## config.mk

```make
export PLATFORM = sky130hd
export DESIGN_NAME = hazard_ctrl
export DESIGN_NICKNAME = d
export VERILOG_FILES = /design/src/rtl/hazard_pkg.sv /design/src/rtl/hazard_wait_timer.sv /design/src/rtl/hazard_ctrl.sv
export SDC_FILE = /design/constraint.sdc
export NUM_CORES = 1
export LEC_CHECK = 0
export ABC_CLOCK_PERIOD_IN_PS = 1400
export BUFFER_PORTS_ARGS = -buffer_cell sky130_fd_sc_hd__buf_2
export CAP_MARGIN = 0
export CORE_UTILIZATION = 44
export CTS_CLUSTER_SIZE = 16
export DETAILED_ROUTE_END_ITERATION = 7
export PLACE_DENSITY = 0.77
export SYNTH_ARGS = -nofsm -noshare
export SYNTH_HDL_FRONTEND = slang
export SYNTH_SLANG_ARGS = --single-unit
```

## constraint.sdc

```tcl
create_clock -name clk -period 1.4 [get_ports clk]
set_input_delay 0.07 -clock clk [delete_from_list [all_inputs] [get_ports clk]]
set_output_delay 0.07 -clock clk [all_outputs]
set_load 0.02 [all_outputs]
```

## src/rtl/hazard_pkg.sv

```systemverilog
// Shared types and helpers for the pipeline hazard controller.
// The optional HAZARD_PERF_EN build adds performance counters in hazard_ctrl.
package hazard_pkg;

    localparam int REG_AW_DEF      = 5;
    localparam int MEM_TIMEOUT_DEF = 64;

    typedef enum logic [1:0] {
        RUN      = 2'd0,
        MEM_WAIT = 2'd1,
        ERROR    = 2'd2
    } hz_state_t;

    typedef struct packed {
        logic pc;
        logic fd;
        logic de;
        logic em;
        logic mw;
    } hz_en_t;

    typedef struct packed {
        logic fd;
        logic de;
        logic em;
        logic mw;
    } hz_clr_t;

    // Register fields arrive zero-extended so one helper serves any REG_AW up to 32.
    function automatic logic ldu_detect(
        input logic        memread,
        input logic [31:0] rd,
        input logic [31:0] rs1,
        input logic [31:0] rs2
    );
        return memread && (rd != 32'd0) && ((rd == rs1) || (rd == rs2));
    endfunction

endpackage

```

## src/rtl/hazard_wait_timer.sv

```systemverilog
// Consecutive-wait counter with timeout compare; shared by the data-memory
// wait path and the I-cache miss path.
module hazard_wait_timer
    import hazard_pkg::*;
#(
    parameter int TIMEOUT = MEM_TIMEOUT_DEF
) (
    input  logic clk,
    input  logic reset,
    input  logic start,
    input  logic run,
    output logic expired
);

    localparam int CW = $clog2(TIMEOUT + 1);

    logic [CW-1:0] wcnt;

    // NOTE: sequential state uses non-blocking assignments so every flop samples pre-edge values.
    always_ff @(posedge clk or negedge reset) begin
        if (!reset) begin
            wcnt <= '0;
        end else if (start) begin
            wcnt <= CW'(1);
        end else if (run) begin
            if (!expired) begin
                wcnt <= wcnt + CW'(1);
            end
        end else begin
            wcnt <= '0;
        end
    end

    assign expired = (wcnt == CW'(TIMEOUT - 1));

endmodule

```

## src/rtl/hazard_ctrl.sv

```systemverilog
// Pipeline hazard controller: load-use stalls, branch flushes and data-memory
// waits with a timeout watchdog. Define HAZARD_PERF_EN for stall/flush counters.
module hazard_ctrl
    import hazard_pkg::*;
#(
    parameter int REG_AW      = REG_AW_DEF,
    parameter int MEM_TIMEOUT = MEM_TIMEOUT_DEF
) (
    input  logic              clk,
    input  logic              reset,
    input  logic [REG_AW-1:0] rs1_d,
    input  logic [REG_AW-1:0] rs2_d,
    input  logic [REG_AW-1:0] rd_e,
    input  logic              memread_e,
    input  logic              pcsrc_e,
    input  logic              mem_req_m,
    input  logic              mem_ready_m,
    output logic              en_pc,
    output logic              en_fd,
    output logic              en_de,
    output logic              en_em,
    output logic              en_mw,
    output logic              clr_fd,
    output logic              clr_de,
    output logic              clr_em,
    output logic              clr_mw,
`ifdef HAZARD_PERF_EN
    output logic [31:0]       stall_cycles,
    output logic [31:0]       flush_count,
`endif
    output logic              mem_err
);

    hz_state_t state, state_nxt;
    hz_en_t    en;
    hz_clr_t   clr;
    logic      mstall;
    logic      ldu;
    logic      expired;

    assign mstall = mem_req_m & ~mem_ready_m;
    assign ldu    = ldu_detect(memread_e, 32'(rd_e), 32'(rs1_d), 32'(rs2_d));

    hazard_wait_timer #(
        .TIMEOUT (MEM_TIMEOUT)
    ) u_wait_timer (
        .clk     (clk),
        .reset   (reset),
        .start   ((state == RUN) && mstall),
        .run     ((state == MEM_WAIT) && mstall),
        .expired (expired)
    );

    always_ff @(posedge clk or negedge reset) begin
        if (!reset) begin
            state <= RUN;
        end else begin
            state <= state_nxt;
        end
    end

    // NOTE: defaults are assigned before any branch so no path leaves a latch behind.
    always_comb begin
        state_nxt = state;
        case (state)
            RUN:      if (mstall) state_nxt = MEM_WAIT;
            MEM_WAIT: begin
                if (!mstall) begin
                    state_nxt = RUN;
                end else if (expired) begin
                    state_nxt = ERROR;
                end
            end
            ERROR:    state_nxt = ERROR;
            default:  state_nxt = RUN;
        endcase
    end

    // Memory stall outranks everything; a branch held in the frozen Execute
    // stage is simply flushed on the first non-stalled cycle.
    always_comb begin
        en      = '1;
        clr     = '0;
        mem_err = 1'b0;
        if (!reset) begin
            en  = '0;
            clr = '1;
        end else if (state == ERROR) begin
            en      = '0;
            mem_err = 1'b1;
        end else if (mstall) begin
            en.pc  = 1'b0;
            en.fd  = 1'b0;
            en.de  = 1'b0;
            en.em  = 1'b0;
            clr.mw = 1'b1;
        end else if (pcsrc_e) begin
            clr.fd = 1'b1;
            clr.de = 1'b1;
        end else if (ldu) begin
            en.pc  = 1'b0;
            en.fd  = 1'b0;
            clr.de = 1'b1;
        end
    end

    assign en_pc  = en.pc;
    assign en_fd  = en.fd;
    assign en_de  = en.de;
    assign en_em  = en.em;
    assign en_mw  = en.mw;
    assign clr_fd = clr.fd;
    assign clr_de = clr.de;
    assign clr_em = clr.em;
    assign clr_mw = clr.mw;

`ifdef HAZARD_PERF_EN
    logic stall_evt;
    logic flush_evt;

    assign stall_evt = (state != ERROR) && (ldu || mstall);
    assign flush_evt = (state != ERROR) && pcsrc_e && !mstall;

    always_ff @(posedge clk or negedge reset) begin
        if (!reset) begin
            stall_cycles <= '0;
            flush_count  <= '0;
        end else begin
            if (stall_evt && (stall_cycles != '1)) begin
                stall_cycles <= stall_cycles + 32'd1;
            end
            if (flush_evt && (flush_count != '1)) begin
                flush_count <= flush_count + 32'd1;
            end
        end
    end
`endif

endmodule

```

# --- Yosys cells after proc, flatten, opt, wreduce, memory -nomap -nowiden ---
# Cells that the tools add are included.
totals:
  ff_bits: 9
  latch_bits: 0
  ram_bits: 0
  romBits: 0
  in_bits: 21
  out_inout_bits: 10
  elab_cells: 47
  n_memories: 0
op_classes:
  n_addsub: 1
  n_mul: 0
  n_div: 0
  order_cmp: 0
  eq_ne: 8
  shift: 0
  muxes: 26
  bitwise_logic: 2
  reduce_logical: 8
ops:
  columns: ["op", "n"]
  rows:
  - ["7-bit two-way mux", 3]
  - ["2-bit two-way mux", 10]
  - ["5-bit == test", 2]
  - ["1-bit two-way mux", 10]
  - ["7-bit by 1-bit adder with 7-bit output, second input constant", 1]
  - ["7-bit by 6-bit == test with 1-bit output, second input constant", 1]
  - ["2-bit one-hot mux with 3 select lines", 1]
  - ["5-bit two-way mux", 1]
  - ["5-bit nonzero test", 1]
  - ["1-bit logical AND", 4]
  - ["4-bit two-way mux", 1]
  - ["3-bit by 2-bit inequality test with 1-bit output, second input constant", 1]
  - ["3-bit inequality test, second input constant", 1]
  - ["2-bit by 1-bit == test with 1-bit output, second input constant", 1]
  - ["2-bit == test, second input constant", 1]
  - ["2-bit zero test", 1]
  - ["2-bit inequality test, second input constant", 1]
  - ["2-bit AND reduction", 1]
  - ["1-bit bitwise AND", 1]
  - ["1-bit logical OR", 1]
  - ["1-bit inverter", 1]

# --- Logic depth before layout (Yosys ltp) ---
# Gate-level depths: netlist (run 1).
depth:
  depth_word: 8
  ltp_mapped: 5
  ltp_nobuf: 4

# --- By module ---
# A second synthesis (run 1) with hierarchy kept.
hier_totals:
  hier_cells: 80
  area_unflattened_um2: 671.9
by_module_without_submodules:
  columns: ["mod", "n_inst", "cells_each", "area_per_inst_um2", "seq_area_each_um2"]
  rows:
  - ["hazard_wait_timer", 1, 39, 374.1, 175.2]
  - ["hazard_ctrl", 1, 41, 297.8, 50.0]

# --- Least setup slack after synthesis (run 1) ---
# Ideal clock, no wire load.
synth_timing:
  kind: "flip-flop to output port"
  start: "reg state[1]"
  end: "out en_pc"
  arrival_time_ns: 1.477
  required_ns: 1.330
  slack_ns: -0.147
  path_stages_with_launch: 6
  path_buffers: 1
  cell_sequence: "dfrtp_1 -> nor2b_1 -> a21oi_1 -> and2_1 -> o31a_1 -> buf_4"
synth_via:
  elab_chain_len: 3
synth_rtl:
  columns: ["item", "line_no", "source"]
  rows:
  - ["start, declared", "hazard_ctrl.sv:34", "hz_state_t state, state_nxt;"]
  - ["start signal, assigned", "hazard_ctrl.sv:58", "state <= state_nxt;"]
  - ["2-bit == test", "hazard_ctrl.sv:88", "end else if (state == ERROR) begin"]
  - ["4-bit two-way mux", "hazard_ctrl.sv:88", null]
  - ["5-bit two-way mux", "hazard_ctrl.sv:85", "if (!reset) begin"]
  - ["end, declared", "hazard_ctrl.sv:18", "output logic en_pc,"]
# Every way passes these cells.

# --- Worst setup path in the final report (run 1) ---
layout_timing:
  start: "reg state[1]"
  end: "out clr_de"
layout_via:
  elab_chain_len: 3
layout_rtl:
  columns: ["item", "line_no", "source"]
  rows:
  - ["2-bit == test", "hazard_ctrl.sv:88", null]
  - ["2-bit two-way mux", "hazard_ctrl.sv:88", null]
  - ["2-bit two-way mux", "hazard_ctrl.sv:85", null]
  - ["end, declared", "hazard_ctrl.sv:24", "output logic clr_de,"]
# Every way passes these cells.

==> out/results.ini, run 1 <==
[route]
vias=610
vias_per_cell=5.04
wl_per_cell_microns=11.3
drc=0
wl_microns=1360
dr.pass1.iters=4
drt_iter0_markers=10
detail-route-antenna-nets=0

[timing]
post-route-min-period_ns=1.45
fin_skew_ns=0.00623
fin_ws_ns=-0.0548
hold_violations=0
whs_ns=0.159
slew_headroom_pct=82.6
finalSetupViolCount=3
fmax_mhz=687
fin_crit_sh_pct=104
rsz0062_at_grt=yes
slew_viol_final=0
worst_pin_slew_ns=0.261

[layout]
antenna_cells=0
layout_common_cells=26 x buf_2, 12 x xor2_1, 8 x dfrtp_1
stdcell_count=121
final_nets=129
final_common_cell=buf_2
final_cell_area_sq_um=897
drive_above_1_share_pct=44.3
areaGrowthSynthToFinish_pct=42.0

[logic_synthesis]
seq_area_frac_synth_pct=35.6
synth_area_sq_um=632
syn-num-nets=91
yosys_warnings=0
ys_types=26
synth_cells=69
ys_ff_latch=9
synth_area_per_cell_sq_um=9.16

[global_routing]
grt_start_max_net_pins=10
grt_pass1_wl_microns=2000
antenna_found_initial=0
grt.overflow.total=0
grt_usage_pct=18.9
grt_pass1_vias=523

[cts]
cts_num_sinks=9
clockBufferDepth=2
numCtsBuffers=3
htree_num_levels=1
clk_latency_ns=0.26
clk_pin_slew_ns=0.06
cts_root_buf=clkbuf_4
cts_tree=built

[critical_path]
crit_type=flip-flop to output port
crit_arrival_ns=1.38
endpoint_kind=output port
required_ns=1.33
crit_path_max_fanout=3
setup.worst_path.start_class=flip-flop

[floorplanning]
dieArea_sq_mm=0.00159
chipHeight_microns=39.9
io_pins=31
die_w_microns=39.9
core-area_sq_mm=0.00132
rows=13
start_util_pct=48.0

[run]
drv_cap=0

[run_status]
violations=setup timing
outcome=finished with violations

[placed_design]
io_buffers=30
gp_congestion=0.679
placed_area_sq_um=818
placed_cells=115
dpl.hpwl_microns=1020

[power_and_ir_drop]
power_density_mw_per_mm2=694
ir_worst_vdd_uv=278
p_leak_nw=0.506

[hold_path]
hp-class=input port to flip-flop

-- report_power, final --
part           switching [mW]  internal, mW  leakage [nW]  total [mW]
Combinational          0.0845        0.0733         0.368       0.158
Clock                  0.0872         0.110        0.0150       0.197
Sequential            0.00425         0.264         0.122       0.268
Total                   0.176         0.447         0.506       0.623
-- worst max-delay path: stages (launching register included) --
cell and delay [ns]:
dfrtp_1 0.39, nor2b_4 0.14, a21oi_4 0.14, inv_1 0.07
o311ai_2 0.20, buf_4 0.18
-- cells by family (layout without fill, tap and decap cells) --
group	count (synthesis)	in the layout	synth area share (%)
AOI/OAI and AO/OA	16	16	15.8
and+or+nand+nor	23	23	22.2
buffers and inverters	6	43	4.75
DFF	9	9	35.6
xor gates and xnor gates	13	13	18.0
muxes	1	1	1.58
adders and majority gates	1	1	1.98
-- Yosys cell counts --
| library cell | count | area, sq um |
|---|---|---|
| a21oi_1 | 5 | 25.0 |
| a22oi_1 | 1 | 7.51 |
| a31oi_1 | 3 | 18.8 |
| and2_1 | 3 | 18.8 |
| and3_1 | 2 | 12.5 |
| buf_4 | 2 | 15.0 |
| dfrtp_1 | 9 | 225 |
| ha_1 | 1 | 12.5 |
| inv_1 | 4 | 15.0 |
| mux2i_1 | 1 | 10.0 |
| nand2_1 | 5 | 18.8 |
| nand3_1 | 2 | 10.0 |
| nand4b_4 | 1 | 23.8 |
| nor2_1 | 4 | 15.0 |
| nor2b_1 | 1 | 6.26 |
| nor3_1 | 2 | 10.0 |
| nor3b_1 | 1 | 7.51 |
| o21ai_0 | 3 | 15.0 |
| o21ai_2 | 1 | 8.76 |
| o21bai_1 | 1 | 7.51 |
| o311ai_1 | 1 | 8.76 |
| o31a_1 | 1 | 8.76 |
| or2_2 | 1 | 6.26 |
| or4_4 | 1 | 11.3 |
| xnor2_1 | 1 | 8.76 |
| xor2_1 | 12 | 105 |
-- registers in the layout, summed over array words and instances, names as in the netlist --
signal / count
state: 2
u_wait_timer.wcnt: 7
-- metal layers --
| layer | vias up | part of all wire (%) | track usage [%] |
|---|---|---|---|
| met4 | 0 | 0 | 7.76 |
| met3 | 0 | 2.6 | 3.41 |
| met5 | - | 0 | 0 |
| met2 | 18 | 54 | 33.5 |
| met1 | 280 | 44 | 21.6 |
| li1 | 312 | - | - |
-- final cells by class --
type,count,area [sq um]
Clock buffer,4,26.3
Fill cell,109,420
Timing Repair Buffer,35,200
Inverter,4,15.0
Tap cell,15,18.8
Sequential cell,9,226
Multi-Input combinational cell,54,410
-- final timing paths --
| check | cells past startpoint | slack (ns) | end | from |
|---|---|---|---|---|
| min in group asynchronous | 2 | 0.18 | u_wait_timer.wcnt[0] | reset |
| hold / removal | 4 | 0.16 | u_wait_timer.wcnt[1] | mem_ready_m |
| setup / recovery | 5 | -0.05 | clr_de | state[1] |
| setup reg to reg | 4 | 0.10 | u_wait_timer.wcnt[0] | u_wait_timer.wcnt[1] |
| hold reg to reg | 1 | 0.48 | u_wait_timer.wcnt[4] | u_wait_timer.wcnt[4] |
| max in group asynchronous | 3 | 0.92 | u_wait_timer.wcnt[3] | reset |
-- timing repair --
item                                    4_1_cts  5_1_grt
hold buffers                                  1        0
setup buffers                                 1        0
gates resized for setup                       6        4
pin swaps                                     1        0
endpoints found under the hold margin         9        0
endpoints found under the setup margin        6        8
-- through the flow --
stage          setup slack, ns  util (%)  TNS, ns  total power, mW
3_5_place_dp            0.0580      62.1        0            0.418
2_1_floorplan          -0.0385         -  -0.0385            0.352
5_1_grt                 -0.120      68.1   -0.351            0.658
3_3_place_gp            0.0924      62.1        0            0.415
4_1_cts                -0.0588      66.9   -0.167            0.629
6_report               -0.0548      68.1   -0.157            0.623
Note: power is estimated with default switching activity, not from simulation.
==> run 2: changes to the inputs <==
--- a/config.mk
+++ b/config.mk
@@ -6,7 +6,7 @@
 export NUM_CORES = 1
 export LEC_CHECK = 0
 export ABC_CLOCK_PERIOD_IN_PS = 1400
-export BUFFER_PORTS_ARGS = -buffer_cell sky130_fd_sc_hd__buf_2
+export BUFFER_PORTS_ARGS = -buffer_cell sky130_fd_sc_hd__clkbuf_2
 export CAP_MARGIN = 0
 export CORE_UTILIZATION = 44
 export CTS_CLUSTER_SIZE = 16
==> out/results.ini, run 2 (synthesis results as in run 1) <==
[route]
wl_per_cell_microns=12.3  ; was 11.3 microns
drc=0  ; unchanged
drt_iter0_markers=15  ; was 10
wl_microns=1530  ; was 1360 microns
vias_per_cell=5.28  ; was 5.04
dr.pass1.iters=4  ; unchanged
detail-route-antenna-nets=0  ; unchanged
vias=655  ; was 610

[run_status]
violations=setup timing  ; unchanged
outcome=finished with violations  ; unchanged

[run]
drv_cap=0  ; unchanged

[layout]
fillers=107  ; was 109
largest_reg_flops=7  ; unchanged
reg.largest.list=u_wait_timer.wcnt (7), state (2)  ; unchanged
drive_above_1_share_pct=45.9  ; was 44.3%
areaGrowthSynthToFinish_pct=46.7  ; was 42.0%
largest-register=u_wait_timer.wcnt  ; unchanged
final_nets=132  ; was 129
utilization_pct=70.4  ; was 68.1%
seq_area_sq_um=225  ; was 226 sq um
final_common_cell=clkbuf_2  ; was buf_2
antenna_cells=0  ; unchanged
multi_input_area_sq_um=413  ; was 410 sq um
final_cell_area_sq_um=927  ; was 897 sq um
layout_common_cells=25 x clkbuf_2, 12 x xor2_1, 9 x buf_4, 9 x dfrtp_1  ; was 26 x buf_2, 12 x xor2_1, 8 x dfrtp_1

[cts]
cts_root_buf=clkbuf_4  ; unchanged
cts_num_sinks=9  ; unchanged
cts_tree=built  ; unchanged
clk_latency_ns=0.26  ; about the same
clk_pin_slew_ns=0.06  ; about the same
htree_num_levels=1  ; unchanged
clockBufferDepth=2  ; unchanged
numCtsBuffers=3  ; unchanged

[placed_design]
gp_congestion=0.650  ; was 0.679
placed_area_sq_um=818  ; unchanged
place_ws_ns=0.0298  ; was 0.0580 ns
dpl.hpwl_microns=1030  ; was 1020 microns
io_buffers=30  ; unchanged

[global_routing]
grt_start_max_net_pins=9  ; was 10
grt_usage_pct=21.1  ; was 18.9%
grt.overflow.total=0  ; unchanged
grt_pass1_vias=578  ; was 523
grt_pass1_wl_microns=2210  ; was 2000 microns
antenna_found_initial=0  ; unchanged

[timing]
rsz0062_at_grt=yes  ; unchanged
worst_pin_slew_ns=0.288  ; was 0.261 ns
slew_headroom_pct=80.7  ; was 82.6%
post-route-min-period_ns=1.51  ; was 1.45 ns
fin_crit_sh_pct=108  ; was 104%
hold_violations=0  ; unchanged
slew_viol_final=0  ; unchanged
fin_ws_ns=-0.112  ; was -0.0548 ns
fmax_mhz=662  ; was 687 MHz
finalSetupViolCount=3  ; unchanged
whs_ns=0.193  ; was 0.159 ns
fin_skew_ns=0.00369  ; was 0.00623 ns

[critical_path]
crit_type=flip-flop to output port  ; unchanged
ff2ff_setup_slack_ns=0.14  ; was 0.10 ns
path_cells=nor2b_4, a21oi_2, inv_1, o311ai_2, buf_4  ; was nor2b_4, a21oi_4, inv_1, o311ai_2, buf_4
crit_start=state[1]  ; unchanged
required_ns=1.33  ; about the same
crit_path_max_fanout=3  ; unchanged
setup.worst_path.start_class=flip-flop  ; unchanged
cpMaxStageDelayCell=dfrtp_1  ; unchanged
cpPeakStageDelay_ns=0.39  ; about the same
r2r_start=u_wait_timer.wcnt[1]  ; unchanged
crit_arrival_ns=1.44  ; was 1.38 ns
endpoint_kind=output port  ; unchanged

[power_and_ir_drop]
power_density_mw_per_mm2=690  ; was 694 mW/mm^2
ir_worst_vdd_uv=482  ; was 278 uV
p_leak_nw=0.528  ; was 0.506 nW

[floorplanning]
dieArea_sq_mm=0.00159  ; unchanged
start_util_pct=48.0  ; unchanged
core-area_sq_mm=0.00132  ; unchanged
io_pins=31  ; unchanged
rows=13  ; unchanged
die_w_microns=39.9  ; unchanged
chipHeight_microns=39.9  ; unchanged

[hold_path]
hold_start=mem_ready_m  ; unchanged
hp-class=input port to flip-flop  ; unchanged

-- run 2: cell count changes in the layout (fill, tap and decap cells not counted), sizes merged --
cell | previous run | this run
dlygate4sd3 | 1 | 2
clkbuf | 5 | 29
buf | 33 | 11
-- run 2: worst max-delay path, delay by kind of cell, from the launching register on --
family                 cells  cell delay, ns
AOI/OAI and AO/OA          2            0.39
buffers and inverters      2            0.26
DFF                        1            0.39
and+or+nand+nor            1            0.14
-- run 2: report_power, final --
group          total, mW  switching, mW  leakage [nW]  internal [mW]
Clock              0.202         0.0919        0.0150          0.110
Sequential         0.266        0.00308         0.124          0.263
Combinational      0.171         0.0904         0.389         0.0808
Total              0.639          0.185         0.528          0.454
-- run 2: repair_timing --
action / 4_1_cts / 5_1_grt
pin swaps: 1 / 2
hold buffers: 2 / 0
endpoints found under the setup margin: 6 / 8
hold endpoints to repair: 9 / 0
setup buffers: 3 / 0
resized for setup: 7 / 11
-- run 2: metal layers --
metal | global-route usage, % | share of wire (%)
met1 | 18.0 | 40
met2 | 45.2 | 54
met3 | 6.82 | 5.0
met4 | 2.59 | 0.85
met5 | 0 | 0
-- run 2: cell type report --
cell class / count / area share [%]
clock buffers: 4 / 2.83
inverters: 4 / 1.62
multi-input cells: 54 / 44.5
flip-flops and latches: 9 / 24.3
well taps: 15 / 2.02
repair buffers: 38 / 24.7
-- run 2: path summary, 6_finish.rpt --
kind | end | cells after the start
min in group asynchronous | state[0] | 2
worst min-delay path | u_wait_timer.wcnt[5] | 4
worst min register to register | u_wait_timer.wcnt[4] | 1
max in group asynchronous | u_wait_timer.wcnt[5] | 2
worst max-delay path | clr_de | 5
worst max register to register | u_wait_timer.wcnt[0] | 4
-- run 2: per-stage QoR --
step,power [mW],cells,setup TNS [ns]
floorplan,0.352,69,-0.0385
global placement,0.415,115,0
detailed placement,0.418,115,0
CTS,0.629,124,-0.193
global route,0.671,124,-0.514
finish,0.639,124,-0.296
==> run 3: changes to the inputs <==
--- a/config.mk
+++ b/config.mk
@@ -11,7 +11,8 @@
 export CORE_UTILIZATION = 44
 export CTS_CLUSTER_SIZE = 16
 export DETAILED_ROUTE_END_ITERATION = 7
-export PLACE_DENSITY = 0.77
+export PLACE_DENSITY = 0.75
+export SKIP_CTS_REPAIR_TIMING = 1
 export SYNTH_ARGS = -nofsm -noshare
 export SYNTH_HDL_FRONTEND = slang
 export SYNTH_SLANG_ARGS = --single-unit
==> out/results.ini, run 3 (synthesis results as in run 1) <==
[run_status]
outcome=finished with violations  ; unchanged
violations=setup timing  ; unchanged

[route]
wl_met3_microns=58  ; was 77 microns
drt_iter0_markers=17  ; was 15
wl_microns=1360  ; was 1530 microns
met2RoutedLength_microns=709  ; was 819 microns
vias=612  ; was 655
detail-route-antenna-nets=0  ; unchanged
drc=0  ; unchanged
wl_per_cell_microns=11.1  ; was 12.3 microns
dr.pass1.iters=4  ; unchanged
vias_per_cell=5.02  ; was 5.28
wl_met1_microns=551  ; was 616 microns
top_layer_used=met4  ; unchanged

[layout]
reg.largest.list=u_wait_timer.wcnt (7), state (2)  ; unchanged
layout_common_cells=25 x clkbuf_2, 12 x xor2_1, 9 x dfrtp_1  ; was 25 x clkbuf_2, 12 x xor2_1, 9 x buf_4, 9 x dfrtp_1
drive_above_1_share_pct=43.0  ; was 45.9%
final_nets=130  ; was 132
final_cell_area_sq_um=908  ; was 927 sq um
final_common_cell=clkbuf_2  ; unchanged
fillers=103  ; was 107
largest-register=u_wait_timer.wcnt  ; unchanged
largest_reg_flops=7  ; unchanged
areaGrowthSynthToFinish_pct=43.8  ; was 46.7%
antenna_cells=0  ; unchanged

[timing]
hold_violations=0  ; unchanged
fin_ws_ns=-0.0830  ; was -0.112 ns
post-route-min-period_ns=1.48  ; was 1.51 ns
rsz0062_at_grt=yes  ; unchanged
slew_viol_final=0  ; unchanged
fmax_mhz=674  ; was 662 MHz
finalSetupViolCount=3  ; unchanged
fin_crit_sh_pct=106  ; was 108%
fin_skew_ns=0.00674  ; was 0.00369 ns
worst_pin_slew_ns=0.252  ; was 0.288 ns
slew_headroom_pct=83.2  ; was 80.7%

[floorplanning]
io_pins=31  ; unchanged
start_util_pct=48.0  ; unchanged
chipHeight_microns=39.9  ; unchanged
rows=13  ; unchanged
die_w_microns=39.9  ; unchanged
core-area_sq_mm=0.00132  ; unchanged
dieArea_sq_mm=0.00159  ; unchanged

[power_and_ir_drop]
switching_share_pct=28.0  ; was 29.0%
combPwrFrac_pct=26.6  ; was 26.8%
power_density_mw_per_mm2=695  ; was 690 mW/mm^2
report.power.total_mw=0.632  ; was 0.639 mW
p_leak_nw=0.517  ; was 0.528 nW
p_clk_share_pct=31.3  ; was 31.6%
internal-power_mw=0.455  ; was 0.454 mW
ir_worst_vdd_uv=370  ; was 482 uV
seqPwrFrac_pct=42.2  ; was 41.7%
net-switching-power_mw=0.177  ; was 0.185 mW

[cts]
cts_tree=built  ; unchanged
cts_num_sinks=9  ; unchanged
htree_num_levels=1  ; unchanged
cts_root_buf=clkbuf_4  ; unchanged
clk_pin_slew_ns=0.06  ; about the same
clockBufferDepth=2  ; unchanged
clk_latency_ns=0.26  ; about the same
numCtsBuffers=3  ; unchanged

[critical_path]
required_ns=1.33  ; about the same
cpPeakStageDelay_ns=0.39  ; about the same
cpMaxStageDelayCell=dfrtp_1  ; unchanged
crit_type=flip-flop to output port  ; unchanged
setup.worst_path.start_class=flip-flop  ; unchanged
crit_arrival_ns=1.41  ; was 1.44 ns
crit_path_max_fanout=3  ; unchanged
path_cells=nor2b_4, a21oi_2, and2_4, o31a_1, buf_6  ; was nor2b_4, a21oi_2, inv_1, o311ai_2, buf_4
crit_buf_inv=1  ; was 2
cp_top_family=flip-flops  ; unchanged
endpoint_kind=output port  ; unchanged

[placed_design]
dpl.hpwl_microns=1020  ; was 1030 microns
placed_area_sq_um=826  ; was 818 sq um
gp_congestion=0.649  ; was 0.650
io_buffers=30  ; unchanged

[global_routing]
grt.overflow.total=0  ; unchanged
grt_pass1_wl_microns=1900  ; was 2210 microns
grt_pass1_vias=496  ; was 578
antenna_found_initial=0  ; unchanged
grt_start_max_net_pins=9  ; unchanged
grt_usage_pct=18.0  ; was 21.1%

[run]
drv_cap=0  ; unchanged

[hold_path]
hp-class=input port to asynchronous set/reset pin  ; was input port to flip-flop

[run 3: changes by cell type in the layout (fill, tap and decap cells not counted)]
cell           change
o21ai_1            -1
nand2_1            +2
nand2_4            -1
o21ai_0            +1
buf_6              +3
nor3b_1            +1
nor3b_2            -1
nand2_2            -1
dlygate4sd3_1      -1
buf_2              -1
buf_4              -3
[run 3: area by class of cell]
cell class / instances / area [sq um] / area share (%)
clock buffers: 4 / 26.3 / 2.89
multi-input cells: 54 / 398 / 43.8
repair buffers: 36 / 225 / 24.8
well taps: 15 / 18.8 / 2.07
flip-flops and latches: 9 / 225 / 24.8
inverters: 4 / 15.0 / 1.65
[run 3: through the flow]
step / hold slack (ns) / instances / TNS [ns] / setup WS [ns] / util [%]
floorplan: -0.226 / 69 / -0.0385 / -0.0385 / -
global placement: -0.103 / 116 / 0 / 0.0858 / 62.7
detailed placement: -0.0999 / 116 / 0 / 0.0767 / 62.7
CTS: -0.377 / 120 / -0.487 / -0.206 / 64.7
global route: 0.181 / 122 / -0.471 / -0.139 / 68.9
finish: 0.161 / 122 / -0.206 / -0.0830 / 68.9
[run 3: power by group through the flow]
stage	sequential [mW]	clock, mW	combinational (mW)
finish	0.266	0.197	0.168
global route	0.267	0.217	0.182
CTS	0.266	0.201	0.149
detailed placement	0.271	0	0.149
global placement	0.270	0	0.146
floorplan	0.271	0	0.0808
[run 3: worst reg2reg max path, delay by kind of cell (launching register included)]
family                     cells  cell delay (ns)
adders and majority gates      1             0.28
xor gates and xnor gates       1             0.17
and+or+nand+nor                1             0.20
AOI/OAI and AO/OA              1             0.14
DFF                            1             0.39
[run 3: worst paths after layout]
path | start | endpoint | slack, ns | depth (start not counted)
setup / recovery | state[1] | en_fd | -0.08 | 5
min in group clk | mem_req_m | u_wait_timer.wcnt[0] | 0.16 | 4
max in group asynchronous | reset | u_wait_timer.wcnt[5] | 0.89 | 3
hold / removal | reset | state[1] | 0.16 | 2
setup reg to reg | u_wait_timer.wcnt[1] | u_wait_timer.wcnt[0] | 0.15 | 4
hold reg to reg | u_wait_timer.wcnt[4] | u_wait_timer.wcnt[4] | 0.47 | 1
[run 3: per-layer routing]
layer,track usage (%),up-vias
met3,3.41,4
met4,5.17,0
li1,-,315
met2,31.5,24
met1,21.6,269
met5,0,-
